==> src/rtl/agc_pkg.sv <==
// Shared types and defaults for the auto clock-gate controller.
package agc_pkg;

    typedef enum logic [1:0] {
        RUN   = 2'd0,
        COUNT = 2'd1,
        GATED = 2'd2
    } agc_state_t;

    localparam int unsigned AGC_IDLE_CYC_DEF = 4;
    localparam int unsigned AGC_CNT_W_DEF    = 8;
    localparam int unsigned AGC_IDLE_W       = 8;

endpackage

==> src/rtl/icg_cell.sv <==
// Glitch-free integrated clock gate: low-transparent enable latch ANDed with CLK.
module icg_cell (
    input  logic CLK,
    input  logic EN,
    output logic GCLK
);

    logic en_lat;

    // NOTE: this latch is intentional; it holds EN stable for the whole high phase so GCLK cannot glitch.
    always_latch begin
        if (!CLK) begin
            en_lat <= EN;
        end
    end

    assign GCLK = CLK & en_lat;

endmodule

==> src/rtl/auto_gate_ctrl.sv <==
// Automatic clock-gate controller: gates GCLK after IDLE_CYC idle cycles of EN_REQ.
// Define AGC_STATS_EN to build the saturating GATE_CNT suppressed-cycle counter.
module auto_gate_ctrl
    import agc_pkg::agc_state_t;
    import agc_pkg::AGC_IDLE_CYC_DEF;
    import agc_pkg::AGC_CNT_W_DEF;
    import agc_pkg::AGC_IDLE_W;
#(
    parameter int unsigned IDLE_CYC = AGC_IDLE_CYC_DEF,
    parameter int unsigned CNT_W    = AGC_CNT_W_DEF
) (
    input  logic             CLK,
    input  logic             RST_N,
    input  logic             EN_REQ,
    input  logic             TEST_EN,
    output logic             GCLK,
    output logic             GCLK_EN,
    output logic             GATED,
    output logic [CNT_W-1:0] GATE_CNT
);

    localparam logic [AGC_IDLE_W-1:0] IDLE_LAST = AGC_IDLE_W'(IDLE_CYC - 1);

    agc_state_t            state_q, state_d;
    logic [AGC_IDLE_W-1:0] idle_cnt_q, idle_cnt_d;
    logic                  gated_q;

    // NOTE: sequential state uses non-blocking assignments so every flop samples pre-edge values.
    always_ff @(posedge CLK or negedge RST_N) begin
        if (!RST_N) begin
            state_q    <= agc_pkg::RUN;
            idle_cnt_q <= '0;
            gated_q    <= 1'b0;
        end else begin
            state_q    <= state_d;
            idle_cnt_q <= idle_cnt_d;
            gated_q    <= (state_d == agc_pkg::GATED);
        end
    end

    // NOTE: defaults at the top of the comb block keep every path assigned, so no latch is inferred.
    always_comb begin
        state_d    = state_q;
        idle_cnt_d = idle_cnt_q;
        unique case (state_q)
            agc_pkg::RUN: begin
                if (!EN_REQ) begin
                    if (IDLE_CYC == 1) begin
                        state_d = agc_pkg::GATED;
                    end else begin
                        state_d    = agc_pkg::COUNT;
                        idle_cnt_d = AGC_IDLE_W'(1);
                    end
                end
            end
            agc_pkg::COUNT: begin
                if (EN_REQ) begin
                    state_d    = agc_pkg::RUN;
                    idle_cnt_d = '0;
                end else if (idle_cnt_q == IDLE_LAST) begin
                    state_d    = agc_pkg::GATED;
                    idle_cnt_d = '0;
                end else begin
                    idle_cnt_d = idle_cnt_q + AGC_IDLE_W'(1);
                end
            end
            agc_pkg::GATED: begin
                if (EN_REQ) begin
                    state_d = agc_pkg::RUN;
                end
            end
            default: begin
                state_d    = agc_pkg::RUN;
                idle_cnt_d = '0;
            end
        endcase
    end

    // Wake-up is combinational on EN_REQ, giving zero-cycle latency back to a running clock.
    always_comb begin
        GCLK_EN = EN_REQ | TEST_EN | (state_q != agc_pkg::GATED);
    end

    assign GATED = gated_q;

    icg_cell u_icg (
        .CLK  (CLK),
        .EN   (GCLK_EN),
        .GCLK (GCLK)
    );

`ifdef AGC_STATS_EN
    logic [CNT_W-1:0] gate_cnt_q, gate_cnt_d;

    always_comb begin
        gate_cnt_d = gate_cnt_q;
        if ((state_q == agc_pkg::GATED) && !GCLK_EN && (gate_cnt_q != '1)) begin
            gate_cnt_d = gate_cnt_q + CNT_W'(1);
        end
    end

    always_ff @(posedge CLK or negedge RST_N) begin
        if (!RST_N) begin
            gate_cnt_q <= '0;
        end else begin
            gate_cnt_q <= gate_cnt_d;
        end
    end

    assign GATE_CNT = gate_cnt_q;
`else
    assign GATE_CNT = '0;
`endif

endmodule

==> config.mk <==
export PLATFORM = sky130hd
export DESIGN_NAME = auto_gate_ctrl
export DESIGN_NICKNAME = d
export VERILOG_FILES = /design/src/rtl/agc_pkg.sv /design/src/rtl/icg_cell.sv /design/src/rtl/auto_gate_ctrl.sv
export SDC_FILE = /design/constraint.sdc
export NUM_CORES = 1
export LEC_CHECK = 0
export CELL_PAD_IN_SITES_DETAIL_PLACEMENT = 0
export CELL_PAD_IN_SITES_GLOBAL_PLACEMENT = 2
export CORE_AREA = 2 2 47 49
export CTS_BUF_LIST = sky130_fd_sc_hd__clkbuf_2 sky130_fd_sc_hd__clkbuf_4 sky130_fd_sc_hd__clkbuf_8
export DETAILED_ROUTE_END_ITERATION = 12
export DIE_AREA = 0 0 49 51
export GPL_TIMING_DRIVEN = 0
export PLACE_DENSITY = 0.85
export SLEW_MARGIN = 10
export SYNTH_ARGS = -nofsm -noshare
export SYNTH_HDL_FRONTEND = slang
export SYNTH_HIERARCHICAL = 1
export SYNTH_SLANG_ARGS = --single-unit
==> constraint.sdc <==
create_clock -name CLK -period 4.1 [get_ports CLK]
set_input_delay 0.41 -clock CLK [delete_from_list [all_inputs] [get_ports CLK]]
set_output_delay 0.41 -clock CLK [all_outputs]
set_load 0.02 [all_outputs]
==> results <==
==> report_power, final <==
group / switching, W / internal, W / total, W
logic: 0.0000401 / 0.0000343 / 0.0000744
registers: 0.0000130 / 0.000129 / 0.000142
clock network: 0.0000643 / 0.0000980 / 0.000162
==> cells by family after synthesis <==
family                   count (synthesis)  share of synthesized area
AO/OA/AOI/OAI                           17                      0.192
XOR/XNOR                                 3                     0.0403
adder cells (fa/ha/maj)                  1                     0.0192
buffers and inverters                    8                     0.0921
flip-flops                              11                      0.422
latches                                  1                     0.0230
other                                    1                    0.00575
AND/OR/NAND/NOR                         20                      0.205
==> synthesized netlist by cell type (all sizes together) <==
| cell type | number | area (sq um) |
|---|---|---|
| a21o | 1 | 7.51 |
| a211oi | 1 | 7.51 |
| o21ai | 5 | 25.0 |
| buf | 8 | 60.1 |
| and2 | 3 | 18.8 |
| conb | 1 | 3.75 |
| nand3 | 1 | 5.00 |
| or3 | 1 | 6.26 |
| a21oi | 3 | 26.3 |
| a21boi | 1 | 7.51 |
| nor2 | 4 | 15.0 |
| nand2 | 3 | 11.3 |
| and3 | 1 | 6.26 |
| nand3b | 1 | 7.51 |
| o21a | 1 | 7.51 |
| xnor2 | 3 | 26.3 |
| nor4 | 1 | 21.3 |
| nand2b | 1 | 6.26 |
| nor3b | 1 | 12.5 |
| ha | 1 | 12.5 |
| nand4 | 2 | 12.5 |
| dfrtp | 11 | 275 |
| a22o | 5 | 43.8 |
| dlxtn | 1 | 15.0 |
| or3b | 1 | 11.3 |
==> per-layer routing <==
metal	track usage	vias to the layer above	share of wire
li1	-	245	-
met1	0.143	232	0.47
met2	0.164	11	0.45
met3	0.0760	3	0.065
met4	0.0667	0	0.015
met5	0	-	0
==> critical path: stages, from the launching register on <==
cell and delay, ns:
dlxtn_1 0.38, and2_1 0.10, clkdlybuf4s50_1 0.59
==> worst max-delay path by stage <==
stage	cells past startpoint	endpoint	slack, ns	from
floorplan	1	GCLK	1.06	u_icg/en_lat
global placement	2	GCLK	0.59	u_icg/en_lat
detailed placement	2	GCLK	0.59	u_icg/en_lat
CTS	2	GCLK	0.14	u_icg/en_lat
global route	2	GCLK	0.05	u_icg/en_lat
finish	2	GCLK	0.17	u_icg/en_lat
==> cell type report <==
class                           instances  area share
Multi-Input combinational cell         49       0.397
Timing Repair Buffer                    5      0.0606
Sequential cell                        12       0.352
Clock buffer                            8      0.0758
Tap cell                               28      0.0424
Buffer                                  8      0.0727
==> stage by stage <==
step	hold WS, ns	area (sq um)	worst slack, ns	power, W
final	0.374	826	0.169	0.000379
after CTS	0.373	826	0.144	0.000388
after global placement	0.510	773	0.590	0.000256
after floorplan	0.114	678	1.06	0.000220
after detailed placement	0.520	773	0.591	0.000258
after global routing	0.406	826	0.0534	0.000410
==> cells in the final DEF (no fill, tap or decap) <==
cell,Yosys,routed
dfrtp_1,11,11
ha_1,1,1
nand3b_1,1,1
a21oi_4,1,1
a21oi_1,2,2
nand3_1,1,1
and3_1,1,1
conb_1,1,8
a22o_1,5,5
a21o_1,1,1
or3_1,1,1
nor2_1,4,4
and2_1,3,3
o21a_1,1,1
nor3b_2,1,1
or3b_4,1,1
clkbuf_4,0,7
nand4_1,2,2
dlxtn_1,1,1
o21ai_0,3,3
buf_4,8,8
nand2_1,3,3
a211oi_1,1,1
o21ai_1,2,2
nand2b_1,1,1
xnor2_1,3,3
clkdlybuf4s50_1,0,6
nor4_4,1,1
a21boi_0,1,1
==> registers in the layout, summed over array words and instances, names as in the netlist <==
| register | count |
|---|---|
| GATED | 1 |
| state_q | 2 |
| idle_cnt_q | 8 |
| u_icg/en_lat | 1 |
==> summary.txt <==
Cells and area
  • FILL cells: 221
  • Util after Layout: 0.400
  • Non-filler cells, final: 110
  • Multi-input gate area: 328 sq um
  • Register area: 290 sq um
  • Nets: 88
  • Layout area overhead: 26.7%
  • Share of layout cells above drive strength 1: 0.232
  • Antenna Cells: 0

Clocking
  • CTS tree: built
  • Post-CTS resize count: 0
  • Clock latency on the worst-skew pair: about 0.38 ns
  • Hold Buf Count CTS: 0
  • Clock transition at path regs: 0.08 ns
  • Post-CTS Setup Bufs: 0

Global routing
  • Total grt overflow: 0
  • Largest net degree at the start of global routing: 12
  • GRT Total Usage: 0.121
  • Vias in the first global route: 518
  • Initial antenna violation count: 0
  • First-pass GRT wire length: 2190 um

Worst setup path
  • Critical Path RT: around 3.7 ns
  • Worst setup SP type: latch
  • Flop2flop setup slack: 1.12 ns
  • CP Max Fanout: 1
  • Reg2reg end: u_icg/en_lat
  • CP endpoint kind: primary output
  • R2R cell count: 2
  • Arrival time worst endpoint: 3.52 ns
  • Setup Crit Path Kind: latch -> out
  • Reg2reg start: state_q[0]

Floorplanning
  • Die Wd: 49 um
  • Initial Util: 0.316
  • Total core area: 2060 sq um
  • Die area: 2500 sq um
  • IO Pins: 15
  • Cell Rows: 17
  • Die height: between 50 and 60 um

Timing
  • Final setup TNS: 0 ns
  • Worst-Margin Slew: 0.524 ns
  • Clock Skew: 0.00377 ns
  • Relative slew slack: 0.650
  • Final Slew Violations: 0
  • Final hold vios: 0
  • Unrepaired setup endpoints after global routing: false
  • Final Setup Violations: 0

Placed design
  • Placed cell count: around 100
  • GP Congestion: 0.704
  • Post-DP HPWL: slightly above 800 um
  • # port buffers: 6

Status
  • Status: finished clean

Drt
  • Drt total wl: 1210 um
  • Antenna-violating nets left: 0
  • DRT iter0 DRCs: 9
  • Vias per Instance: 4.46
  • DR vias: just under 500
  • WL/cell: 11.0 um
  • DRC: 0
  • Drt pass-1 iters: 4

Hold path
  • Tightest Hold Check Type: in -> async

Power
  • Static leakage: 0.388 nW
  • Peak supply drop: roughly 230 uV
  • Pwr Density: between 400 and 500 nW/um^2

Synth
  • Flops & latches, synth: 12
  • Cell count after synthesis: 62
  • Synth Cell Area: ~650 sq um
  • Yosys warns: 6
  • Syn avg cell area: 10.5 sq um
  • Distinct cells, synth: 27

Run
  • Max-cap violations: 0
Power figures use the tool's default switching activity.
